### config.mk
export PLATFORM = sky130hd
export DESIGN_NAME = matrix_key_scan
export DESIGN_NICKNAME = d
export VERILOG_FILES = /design/src/rtl/matrix_key_pkg.sv /design/src/rtl/matrix_key_debounce.sv /design/src/rtl/matrix_key_scan.sv
export SDC_FILE = /design/constraint.sdc
export NUM_CORES = 1
export LEC_CHECK = 0
export CAP_MARGIN = 15
export CORE_UTILIZATION = 45
export DETAILED_ROUTE_END_ITERATION = 10
export PLACE_DENSITY = 0.73
export SYNTH_ARGS = -nofsm -noshare
export SYNTH_HDL_FRONTEND = slang
export SYNTH_HIERARCHICAL = 1
export SYNTH_SLANG_ARGS = --single-unit
### constraint.sdc
create_clock -name clk -period 6.28 [get_ports clk]
set_input_delay 0.942 -clock clk [delete_from_list [all_inputs] [get_ports clk]]
set_output_delay 0.942 -clock clk [all_outputs]
set_load 0.05 [all_outputs]
### src/rtl/matrix_key_pkg.sv
// Shared constants and types for the 4x4 matrix key scanner.
// Optional build macro: MATRIX_KEY_SCAN_COL_SYNC_EN (column synchronizer).
package matrix_key_pkg;

    localparam int MK_ROWS = 4;
    localparam int MK_COLS = 4;
    localparam int MK_KEYS = 16;

    typedef logic [1:0] row_idx_t;

    localparam logic [MK_ROWS-1:0] ROW_DRIVE [MK_ROWS] = '{
        4'b1110,
        4'b1101,
        4'b1011,
        4'b0111
    };

endpackage

### src/rtl/matrix_key_debounce.sv
// Frame-level debounce: key follows the frame vector once it has
// matched the previous frame DEBOUNCE_CNT times in a row.
module matrix_key_debounce
    import matrix_key_pkg::*;
#(
    parameter int DEBOUNCE_CNT = 4
) (
    input  logic               clk,
    input  logic               rst,
    input  logic [MK_KEYS-1:0] frame_i,
    input  logic               strobe_i,
    output logic [MK_KEYS-1:0] key_o
);

    localparam int CNT_W = $clog2(DEBOUNCE_CNT + 1);
    localparam logic [CNT_W:0] CNT_MAX = (CNT_W + 1)'(DEBOUNCE_CNT);

    logic [CNT_W-1:0]   cnt_q, cnt_d;
    logic [CNT_W:0]     cnt_p1;
    logic [MK_KEYS-1:0] prev_q, prev_d;
    logic [MK_KEYS-1:0] key_q, key_d;
    logic               match;

    always_comb begin
        cnt_d  = cnt_q;
        prev_d = prev_q;
        key_d  = key_q;
        cnt_p1 = {1'b0, cnt_q} + 1'b1;
        match  = (frame_i == prev_q);
        if (strobe_i) begin
            prev_d = frame_i;
            if (match) begin
                // Saturate so a long-held key never wraps the counter.
                if (cnt_p1 >= CNT_MAX) begin
                    cnt_d = CNT_MAX[CNT_W-1:0];
                    key_d = frame_i;
                end else begin
                    cnt_d = cnt_p1[CNT_W-1:0];
                end
            end else begin
                cnt_d = '0;
            end
        end
    end

    always_ff @(posedge clk) begin
        if (rst) begin
            cnt_q  <= '0;
            prev_q <= '0;
            key_q  <= '0;
        end else begin
            cnt_q  <= cnt_d;
            prev_q <= prev_d;
            key_q  <= key_d;
        end
    end

    assign key_o = key_q;

endmodule

### src/rtl/matrix_key_scan.sv
// 4x4 key matrix scanner: one-cold row drive, end-of-slot column sampling.
// Define MATRIX_KEY_SCAN_COL_SYNC_EN to add a 2-flop column synchronizer.
module matrix_key_scan
    import matrix_key_pkg::*;
#(
    parameter int SCAN_DIV     = 50000,
    parameter int DEBOUNCE_CNT = 4
) (
    input  logic               clk,
    input  logic               rst,
    input  logic [MK_COLS-1:0] col,
    output logic [MK_ROWS-1:0] row,
    output logic [MK_KEYS-1:0] key,
    output logic               frame_done
);

    localparam int DIV_W = $clog2(SCAN_DIV);

    logic [DIV_W-1:0]   div_q, div_d;
    row_idx_t           idx_q, idx_d;
    logic [MK_ROWS-1:0] row_q, row_d;
    logic [MK_KEYS-1:0] snap_q, snap_d;
    logic [MK_KEYS-1:0] frame_vec;
    logic               fd_q;
    logic               sample;
    logic               frame_end;
    logic [MK_COLS-1:0] col_s;

`ifdef MATRIX_KEY_SCAN_COL_SYNC_EN
    logic [MK_COLS-1:0] sync1_q, sync2_q;

    always_ff @(posedge clk) begin
        if (rst) begin
            sync1_q <= '1;
            sync2_q <= '1;
        end else begin
            sync1_q <= col;
            sync2_q <= sync1_q;
        end
    end

    assign col_s = sync2_q;
`else
    assign col_s = col;
`endif

    assign sample    = (div_q == DIV_W'(SCAN_DIV - 1));
    assign frame_end = sample && (idx_q == row_idx_t'(MK_ROWS - 1));

    // frame_vec already holds the current row's columns, so on the last
    // row it is the complete frame handed to the debouncer.
    always_comb begin
        frame_vec = snap_q;
        frame_vec[{idx_q, 2'b00} +: MK_COLS] = ~col_s;
    end

    always_comb begin
        div_d  = div_q + 1'b1;
        idx_d  = idx_q;
        snap_d = snap_q;
        if (sample) begin
            div_d  = '0;
            idx_d  = idx_q + 1'b1;
            snap_d = frame_vec;
        end
        row_d = ROW_DRIVE[idx_d];
    end

    always_ff @(posedge clk) begin
        if (rst) begin
            div_q  <= '0;
            idx_q  <= '0;
            row_q  <= ROW_DRIVE[0];
            snap_q <= '0;
            fd_q   <= 1'b0;
        end else begin
            div_q  <= div_d;
            idx_q  <= idx_d;
            row_q  <= row_d;
            snap_q <= snap_d;
            fd_q   <= frame_end;
        end
    end

    matrix_key_debounce #(
        .DEBOUNCE_CNT(DEBOUNCE_CNT)
    ) u_debounce (
        .clk     (clk),
        .rst     (rst),
        .frame_i (frame_vec),
        .strobe_i(frame_end),
        .key_o   (key)
    );

    assign row        = row_q;
    assign frame_done = fd_q;

endmodule

==> results.toml <==
[clock_tree]
ctsLongestPathBuffers = 2
h-tree-depth = 3
cts_hold_buf = 0
post_cts.repair.setup_buffers = 0
cts_root_buf = "clkbuf_8"
clkTransAtPathRegs_ns = 0.08
clkSinkCount = 74
post_cts_resized = 0
insertion_delay_ns = 0.35
cts_tree = "yes"
cts_made_buffers = 9

[logic_synthesis]
synth_area_mm2 = 0.00343
synth_warnings = 6
ys_types = 49
synth_nets = 388
avgSynthCellArea_um2 = 9.16
synth-main-ff-cell = "dfxtp_1"
synth_edf_count = 0
synthArstFlopShare_pct = 0
synth_seq_cells = 74
synth_seq_area_share_pct = 43.1
syn_inst = 375

[floorplan]
die_width_um = 89.4
floorplan.die_area_mm2 = 0.00799
num_rows = 31
initial_utilization_pct = 46.9
coreArea_mm2 = 0.00733
num_io_pins = 27
die_h_um = 89.4

[drt]
drc = 0
dr.pass1.iters = 4
vias = 2801
drt_iter0_markers = 137
wl_um = 7220
ant_nets = 0
avgRoutedWirePerCell_um = 14.4
via_per_inst = 5.60

[timing]
fin_setup_tns_ns = 0
post-route-period-util_pct = 64.1
slew_violations = 0
max_freq_mhz = 248
setup_slack_ns = 2.25
setup_viol = 0
clock_skew_ns = 0.0138
tightest_slew_ns = 1.05
period_needed_ns = 4.03
relSlewSlack_pct = 29.4
rsz0062_at_grt = "false"
hold_viol_final = 0

[pwr]
power_frac_seq_pct = 54.5
clkPwrFrac_pct = 43.3
power_leakage_nw = 1.23
swShare_pct = 22.5
total_power_mw = 0.866
ir_drop_mv = 0.115
p_comb_share_pct = 2.2
netSwitchingPower_mw = 0.195
internal_power_mw = 0.671
p_per_area_mw_per_mm2 = 219

[setup_path]
required_ns = 6.56
path_max_fanout = 18
critPathKind = "reg -> reg"
worst_path_largest_cell_delay_ns = 0.61
worstSetupStartpointType = "register"
slowest_stage = "o32ai_1"
path_buf_inv = 1
crit_family = "simple AND/OR/NAND/NOR gates"
r2r_slack_ns = 2.25
end_kind = "register"
worstPathArrival_ns = 4.30
crit_chain = "inv_1, ha_1, or3b_1, o32ai_1, xnor2_1, nand3_1, or3_1, or4b_1, a21oi_1"

[final_layout]
final_area_mm2 = 0.00396
diodes = 0
drive_gt1_share_pct = 7.73
nets = 409
final_util_pct = 54.0
area_growth_pct = 15.3

[hold_path]
hp-class = "reg -> reg"

[flow_run]
cap_violations = 0

[grt]
track_usage_pct = 19.7
use_met3_pct = 6.19
grt_max_degree = 60
first_global_vias = 2462
antenna_found_initial = 0
grtUsageMet2_pct = 31.4
use_met1_pct = 24.5
grt-ovfl-total = 0
grt_busiest_layer = "met2"
grt_first_pass_wirelength_um = 11800

[place]
place_congestion = 0.843
placed_cell_area_mm2 = 0.00376
dp_hpwl_um = 4820
place_ws_ns = 2.35
port_buffers = 26

[run_status]
outcome = "complete, no violations"
synth_stat cells, types with 7 or more instances:
| library cell | number | area share [%] |
|---|---|---|
| nand4_1 | 23 | 4.2 |
| a21oi_1 | 21 | 3.1 |
| nor2_1 | 56 | 6.1 |
| xnor2_1 | 26 | 6.6 |
| o21ai_0 | 9 | 1.3 |
| o32ai_1 | 8 | 2.0 |
| o22ai_1 | 8 | 1.5 |
| ha_1 | 7 | 2.5 |
| clkbuf_1 | 14 | 1.5 |
| dfxtp_1 | 74 | 43 |
| nand2_1 | 8 | 0.87 |
| mux2i_1 | 33 | 9.6 |
| o21ai_1 | 7 | 1.0 |
| inv_1 | 21 | 2.3 |
registers in the layout (all words and copies together) (netlist names):
| name | count |
|---|---|
| div_q | 16 |
| snap_q | 16 |
| u_debounce/key_o | 16 |
| u_debounce/prev_q | 16 |
| row | 4 |
| u_debounce/cnt_q | 3 |
| idx_q | 2 |
| frame_done | 1 |
layer usage:
layer / wire length (µm) / part of all wire [%] / up-vias
met3: 321 / 4.4 / 14
met1: 3290 / 46 / 1336
met2: 3420 / 47 / 76
met5: 0 / 0 / -
li1: - / - / 1375
met4: 187 / 2.6 / 0
power by group through the flow:
stage               Combinational (mW)  Sequential, mW  Clock [mW]
global placement                0.0188           0.483           0
floorplan                       0.0127           0.483           0
finish                          0.0190           0.472       0.375
CTS                             0.0191           0.472       0.387
detailed placement              0.0190           0.483           0
global route                    0.0212           0.472       0.410
stage by stage:
stage                     std cells  hold slack [ns]
final                           500            0.474
after global routing            500            0.494
after CTS                       500            0.482
after detailed placement        484            0.466
after global placement          483            0.454
after floorplan                 375            0.437
placed cells by master, fill, tap and decap left out, drive strengths merged, types with 3 or more instances in the layout:
cell / netlist / routed
dfxtp: 74 / 74
nor2: 56 / 56
mux2i: 33 / 33
xnor2: 26 / 26
clkdlybuf4s50: 0 / 25
nand4: 24 / 24
inv: 21 / 22
a21oi: 21 / 21
o21ai: 16 / 16
clkbuf: 14 / 10
o22ai: 8 / 8
o32ai: 8 / 8
nand2: 8 / 8
ha: 7 / 7
or3b: 6 / 6
nor3: 6 / 6
buf: 7 / 6
nand3: 5 / 5
xor2: 4 / 4
nor4: 4 / 4
clkinv: 0 / 3
final cells by class:
type | count | area, µm²
repair buffers | 31 | 297
well taps | 99 | 124
fillers | 660 | 3370
inverters | 21 | 78.8
clock inverters | 6 | 65.1
clock buffers | 10 | 138
flip-flops and latches | 74 | 1480
multi-input cells | 259 | 1780
final timing paths:
kind                             from                                to  cells after the start
setup / recovery  idx_q[0]$_SDFF_PP0_  u_debounce/cnt_q[0]$_SDFFE_PP0P_                      9
hold / removal    div_q[0]$_SDFF_PP0_               div_q[0]$_SDFF_PP0_                      1
setup reg to reg  idx_q[0]$_SDFF_PP0_  u_debounce/cnt_q[0]$_SDFFE_PP0P_                      9
hold reg to reg   div_q[0]$_SDFF_PP0_               div_q[0]$_SDFF_PP0_                      1
cells by family after synthesis:
| logic type | after synthesis | synth area share [%] |
|---|---|---|
| simple gates | 129 | 21.1 |
| compound gates | 60 | 10.8 |
| flops | 74 | 43.1 |
| xor+xnor | 30 | 7.65 |
| fa+ha+maj | 7 | 2.55 |
| buf+inv | 42 | 5.14 |
| mux | 33 | 9.62 |
(Power assumes the default switching activity.)
